### src/rtl/mac_tree_pipe.sv
// Pipelined multiply-accumulate tree: registered per-tap products, one adder level
// per stage, then a saturating accumulator/output register behind a valid/ready stall.

module mac_tree_lane #(
   parameter int DATA_WIDTH  = 8,
   parameter int COEFF_WIDTH = 8
) (
   input  logic                              clk,
   input  logic                              reset,
   input  logic                              en,
   input  logic [DATA_WIDTH-1:0]             data,
   input  logic [COEFF_WIDTH-1:0]            coeff,
   output logic [DATA_WIDTH+COEFF_WIDTH-1:0] prod
);
   localparam int P = DATA_WIDTH + COEFF_WIDTH;

   always_ff @(posedge clk or posedge reset) begin
      if (reset)   prod <= '0;
      else if (en) prod <= P'(data) * P'(coeff);
   end
endmodule

module mac_tree_pipe #(
   parameter int DATA_WIDTH  = 8,
   parameter int COEFF_WIDTH = 8,
   parameter int N_TAPS      = 4,
   parameter int ACC_WIDTH   = DATA_WIDTH + COEFF_WIDTH + $clog2(N_TAPS) + 8
) (
   input  logic                          clk,
   input  logic                          reset,
   input  logic                          in_valid,
   output logic                          in_ready,
   input  logic [N_TAPS*DATA_WIDTH-1:0]  data_in,
   input  logic [N_TAPS*COEFF_WIDTH-1:0] coeff_in,
   input  logic                          acc_mode,
   input  logic                          acc_clear,
   output logic                          out_valid,
   input  logic                          out_ready,
   output logic [ACC_WIDTH-1:0]          result,
   output logic                          overflow
);
   localparam int LEVELS  = $clog2(N_TAPS);
   localparam int P       = DATA_WIDTH + COEFF_WIDTH;
   localparam int S       = P + LEVELS;
   localparam int TREE_ST = LEVELS + 1;

   logic               stall;
   logic               accept;
   logic [TREE_ST:1]   vld_pipe, mode_pipe, clr_pipe;

   assign stall    = out_valid & ~out_ready;
   assign in_ready = ~stall;
   assign accept   = in_valid & in_ready;

   // Sideband travels with every slot, bubbles included, so it always lines up with vld_pipe.
   always_ff @(posedge clk or posedge reset) begin
      if (reset) begin
         vld_pipe  <= '0;
         mode_pipe <= '0;
         clr_pipe  <= '0;
      end else if (!stall) begin
         vld_pipe  <= {vld_pipe[TREE_ST-1:1], accept};
         mode_pipe <= {mode_pipe[TREE_ST-1:1], acc_mode};
         clr_pipe  <= {clr_pipe[TREE_ST-1:1], acc_clear};
      end
   end

   // Level l holds N_TAPS>>l partial sums, each one bit wider than the level before.
   for (genvar l = 0; l <= LEVELS; l++) begin : g_lvl
      localparam int NW = N_TAPS >> l;
      logic [NW-1:0][P+l-1:0] sum;

      if (l == 0) begin : g_mul
         for (genvar k = 0; k < NW; k++) begin : g_lane
            mac_tree_lane #(
               .DATA_WIDTH (DATA_WIDTH),
               .COEFF_WIDTH(COEFF_WIDTH)
            ) u_lane (
               .clk  (clk),
               .reset(reset),
               .en   (~stall),
               .data (data_in[k*DATA_WIDTH +: DATA_WIDTH]),
               .coeff(coeff_in[k*COEFF_WIDTH +: COEFF_WIDTH]),
               .prod (sum[k])
            );
         end
      end else begin : g_add
         always_ff @(posedge clk or posedge reset) begin
            if (reset) sum <= '0;
            else if (!stall)
               for (int k = 0; k < NW; k++)
                  sum[k] <= {1'b0, g_lvl[l-1].sum[2*k]} + {1'b0, g_lvl[l-1].sum[2*k+1]};
         end
      end
   end

   logic [S-1:0]         tree_out;
   logic [ACC_WIDTH-1:0] sum_ext;
   logic [ACC_WIDTH:0]   acc_full;

   assign tree_out = g_lvl[LEVELS].sum[0];
   assign sum_ext  = ACC_WIDTH'(tree_out);
   assign acc_full = {1'b0, result} + {1'b0, sum_ext};

   // result is the running total: bubbles leave it alone so the next accumulate adds onto it.
   always_ff @(posedge clk or posedge reset) begin
      if (reset) begin
         out_valid <= 1'b0;
         result    <= '0;
         overflow  <= 1'b0;
      end else if (!stall) begin
         out_valid <= vld_pipe[TREE_ST];
         if (vld_pipe[TREE_ST]) begin
            if (!mode_pipe[TREE_ST] || clr_pipe[TREE_ST]) begin
               result   <= sum_ext;
               overflow <= 1'b0;
            end else if (acc_full[ACC_WIDTH]) begin
               result   <= '1;
               overflow <= 1'b1;
            end else begin
               result   <= acc_full[ACC_WIDTH-1:0];
            end
         end
      end
   end
endmodule
### config.mk
export PLATFORM = sky130hd
export DESIGN_NAME = mac_tree_pipe
export DESIGN_NICKNAME = d
export VERILOG_FILES = /design/src/rtl/mac_tree_pipe.sv
export SDC_FILE = /design/constraint.sdc
export NUM_CORES = 1
export LEC_CHECK = 0
export ABC_CLOCK_PERIOD_IN_PS = 6950
export CORE_MARGIN = 3
export CORE_UTILIZATION = 54
export DETAILED_ROUTE_END_ITERATION = 16
export HOLD_SLACK_MARGIN = 0.1
export PLACE_DENSITY = 0.73
export SLEW_MARGIN = 10
export SYNTH_ARGS = -nofsm -noshare
export SYNTH_HDL_FRONTEND = slang
export SYNTH_SLANG_ARGS = --single-unit
### constraint.sdc
create_clock -name clk -period 6.95 [get_ports clk]
set_input_delay 1.0425 -clock clk [delete_from_list [all_inputs] [get_ports clk]]
set_output_delay 1.0425 -clock clk [all_outputs]
set_load 0.02 [all_outputs]
==> impl_metrics.env <==
export IMPL_hold_path_depth=2
export IMPL_synth_distinct_cells=66
export IMPL_synthMuxAreaShare_pct=0.185
export IMPL_pin_count=99
export IMPL_irDropWorstVdd_v=0.000247
export IMPL_cts_resized=0
export IMPL_cp_cell_sequence="clkdlybuf4s50_1, nand2_1, fa_1, fa_1, inv_1, fa_1, inv_1, fa_1, inv_1, ha_1, inv_1, a21oi_1, o211ai_1, a21oi_1, nor3_1, or4_1, nand3_1"
export IMPL_fillCellCount=2667
export IMPL_synth_top_flop_cell="dfrtp_1"
export IMPL_synth_top_family_by_area="adder cells"
export IMPL_area_delta_synth_final_pct=11.5
export IMPL_first_iter_violations=685
export IMPL_endpoint_kind="register"
export IMPL_period_share_pct=77.0
export IMPL_clk_path_buf_depth=2
export IMPL_power_density_mw_per_mm2=420
export IMPL_startpoint_type="primary input"
export IMPL_setup_worst_path_class="in -> reg"
export IMPL_max_slew_margin_pct=35.3
export IMPL_antenna_left=0
export IMPL_synth_area_per_cell_um2=8.80
export IMPL_setup_viol=0
export IMPL_yosys_warnings=0
export IMPL_wirelength_mm=35.3
export IMPL_cts_root_buf="clkbuf_16"
export IMPL_synth_edf_count=0
export IMPL_core_area_mm2=0.0307
export IMPL_synth_simple_area_share_pct=19.7
export IMPL_async_flop_share_pct=100
export IMPL_hold_viol=0
export IMPL_diodes=0
export IMPL_critPathArrivalTime_ps=5700
export IMPL_fmax_ghz=0.187
export IMPL_numPortBuffers=98
export IMPL_status="finished clean"
export IMPL_dr_pass1_iters=5
export IMPL_dpl_hpwl_mm=28.1
export IMPL_ys_seq_elements=153
export IMPL_viasPerCell=5.50
export IMPL_hold_path_class="reg -> reg"
export IMPL_die_h_um=183
export IMPL_cts_hold_buf=0
export IMPL_fin_skew_ps=7.72
export IMPL_hold_path_startpoint="clr_pipe[1]"
export IMPL_grt_overflow_total=0
export IMPL_setup_tns_final_ps=0
export IMPL_numCtsBuffers=17
export IMPL_synth_nets=2354
export IMPL_start_util_pct=55.1
export IMPL_synth_compound_area_share_pct=14.1
export IMPL_synth_fa_ha_area_share_pct=33.1
export IMPL_vias=13278
export IMPL_rsz0062_at_grt="no"
export IMPL_cts_tree="done"
export IMPL_synth_xor_area_share_pct=4.08
export IMPL_yosysSeqAreaShare_pct=22.6
export IMPL_drc=0
export IMPL_period_minus_slack_ps=5350
export IMPL_cp_max_fo=8
export IMPL_die_width_um=183
export IMPL_netlist_instances=1925
export IMPL_clk_latency_ps=410
export IMPL_final_max_slew_viol_count=0
export IMPL_r2r_end="result[2]"
export IMPL_rows=64
export IMPL_gp_congestion=0.898
export IMPL_crit_family="adder cells"
export IMPL_post_cts_buffers=0
export IMPL_grt_usage_pct=21.7
export IMPL_required_ps=7290
export IMPL_reg2reg_from="result[0]"
export IMPL_multi_input_comb_area_mm2=0.0121
export IMPL_cts_sinks=153
export IMPL_htreeDepth=4
export IMPL_ff_latch_area_mm2=0.00383
export IMPL_slowest_stage="clkdlybuf4s50_1"
export IMPL_wire_per_inst_um=14.6
export IMPL_drv_cap=0
export IMPL_clk_pin_slew_ps=60
export IMPL_drive_gt1_share_pct=2.78
export IMPL_timing_hold_ws_ps=468
export IMPL_grt_pass1_vias=13091
export IMPL_grt_pass1_wl_mm=61.2
export IMPL_critical_path_buf_inv_count=5
export IMPL_holdPathEnd="clr_pipe[1]"
export IMPL_syn_area_mm2=0.0169
export IMPL_finish_net_count=2435
export IMPL_ff2ff_setup_slack_ps=3730
export IMPL_dieArea_mm2=0.0335
export IMPL_grt_max_degree=99
export IMPL_reg2reg_depth=10
export IMPL_max_slew_worst_pin_slew_ps=970
export IMPL_leakage_nw=9.21
export IMPL_grt_antenna_before_repair=0
export IMPL_max_stage_delay_ps=620
-- worst max-delay path by stage --
stage           startpoint                                       end  slack, ps  cells after the start
3_3_place_gp   data_in[24]  g_lvl[0].g_mul.g_lane[3].u_lane.prod[15]       1320                     17
6_report       data_in[24]  g_lvl[0].g_mul.g_lane[3].u_lane.prod[15]       1600                     17
3_5_place_dp   data_in[24]  g_lvl[0].g_mul.g_lane[3].u_lane.prod[15]       1180                     17
4_1_cts        data_in[24]  g_lvl[0].g_mul.g_lane[3].u_lane.prod[15]       1620                     17
5_1_grt        data_in[24]  g_lvl[0].g_mul.g_lane[3].u_lane.prod[15]       1400                     17
2_1_floorplan        reset                               clr_pipe[1]       1790                      1
-- registers in the layout, indices dropped and copies added (netlist names) --
name,cells
overflow,1
mode_pipe,3
result,26
out_valid,1
g_lvl.sum,52
g_lvl.g_mul.g_lane.u_lane.prod,64
vld_pipe,3
clr_pipe,3
-- metal layers --
metal  vias up  track usage (%)  routed length (um)
met5         -                0                   0
met4         0             5.94                 839
met3        53             2.20                1050
met2       230             38.0               17400
met1      6416             29.0               16000
li1       6579                -                   -
-- tightest hold or removal path, delay by kind of cell, from the launching register on --
family           cells  cell delay (ps)
flip-flops           1              340
AND/OR/NAND/NOR      2              100
-- layout make-up --
cell class                 instances  area share [%]
tap                              396            2.62
timing repair buffer             104            5.43
clock inverter                     9           0.662
sequential                       153            20.3
multi-input combinational       1489            63.8
inverter                         241            4.83
clock buffer                      20            2.42
-- where the power goes --
part / total [mW] / leakage (nW) / switching [mW] / internal (mW)
sequential: 1.69 / 1.83 / 0.347 / 1.34
clock: 0.925 / 0.283 / 0.350 / 0.575
combinational: 5.33 / 7.09 / 2.97 / 2.37
total: 7.95 / 9.21 / 3.66 / 4.28
-- cell usage after synthesis (10+ instances only) --
cell type / n / share of area [%]
inv_1: 241 / 5.3
nand2_1: 215 / 4.8
ha_1: 211 / 16
and2_1: 204 / 7.5
dfrtp_1: 153 / 23
fa_1: 148 / 17
a21oi_1: 124 / 3.7
nor2_1: 108 / 2.4
o21ai_0: 83 / 2.5
xor2_1: 40 / 2.1
xnor2_1: 39 / 2.0
clkbuf_1: 36 / 0.80
nor3_1: 34 / 1.0
nand3_1: 29 / 0.86
a21o_1: 22 / 0.97
o31ai_1: 19 / 0.84
a211oi_1: 17 / 0.75
nand2b_1: 16 / 0.59
o21a_1: 16 / 0.71
o22ai_1: 16 / 0.59
nor2b_1: 14 / 0.52
or3_1: 14 / 0.52
o211ai_1: 10 / 0.44
-- cells by family after synthesis --
| family | after synthesis |
|---|---|
| AO/OA/AOI/OAI | 379 |
| XOR/XNOR | 79 |
| adder cells (fa/ha/maj) | 359 |
| buffers and inverters | 283 |
| flip-flops | 153 |
| multiplexers | 3 |
| AND/OR/NAND/NOR | 669 |
-- cells in the final DEF (no fill, tap or decap), drive strengths merged, types with 5 or more instances in the layout --
| cell | count |
|---|---|
| inv | 241 |
| clkdlybuf4s50 | 98 |
| a21o | 22 |
| o31ai | 19 |
| a21oi | 124 |
| o21a | 16 |
| a21boi | 5 |
| nor2 | 108 |
| dfrtp | 153 |
| o31a | 5 |
| xnor2 | 39 |
| o22ai | 16 |
| nand3b | 5 |
| nor2b | 14 |
| xor2 | 40 |
| nor3b | 5 |
| a31oi | 10 |
| or3 | 14 |
| nand2 | 215 |
| and3 | 8 |
| fa | 148 |
| a31o | 5 |
| o21bai | 7 |
| a211oi | 18 |
| o211ai | 10 |
| nand3 | 29 |
| clkbuf | 20 |
| and2 | 204 |
| ha | 211 |
| buf | 6 |
| o21ai | 91 |
| nor3 | 34 |
| nand2b | 17 |
-- metrics by stage --
stage / util [%] / instances / setup slack (ps) / cell area [um2] / power [mW]
floorplan: - / 1925 / 1790 / 16900 / 5.82
global placement: 59.6 / 2383 / 1320 / 18300 / 6.83
detailed placement: 59.6 / 2383 / 1180 / 18300 / 7.00
CTS: 61.5 / 2412 / 1620 / 18900 / 7.98
global route: 61.5 / 2412 / 1400 / 18900 / 8.81
finish: 61.5 / 2412 / 1600 / 18900 / 7.95
Note: power is estimated with default switching activity, not from simulation.
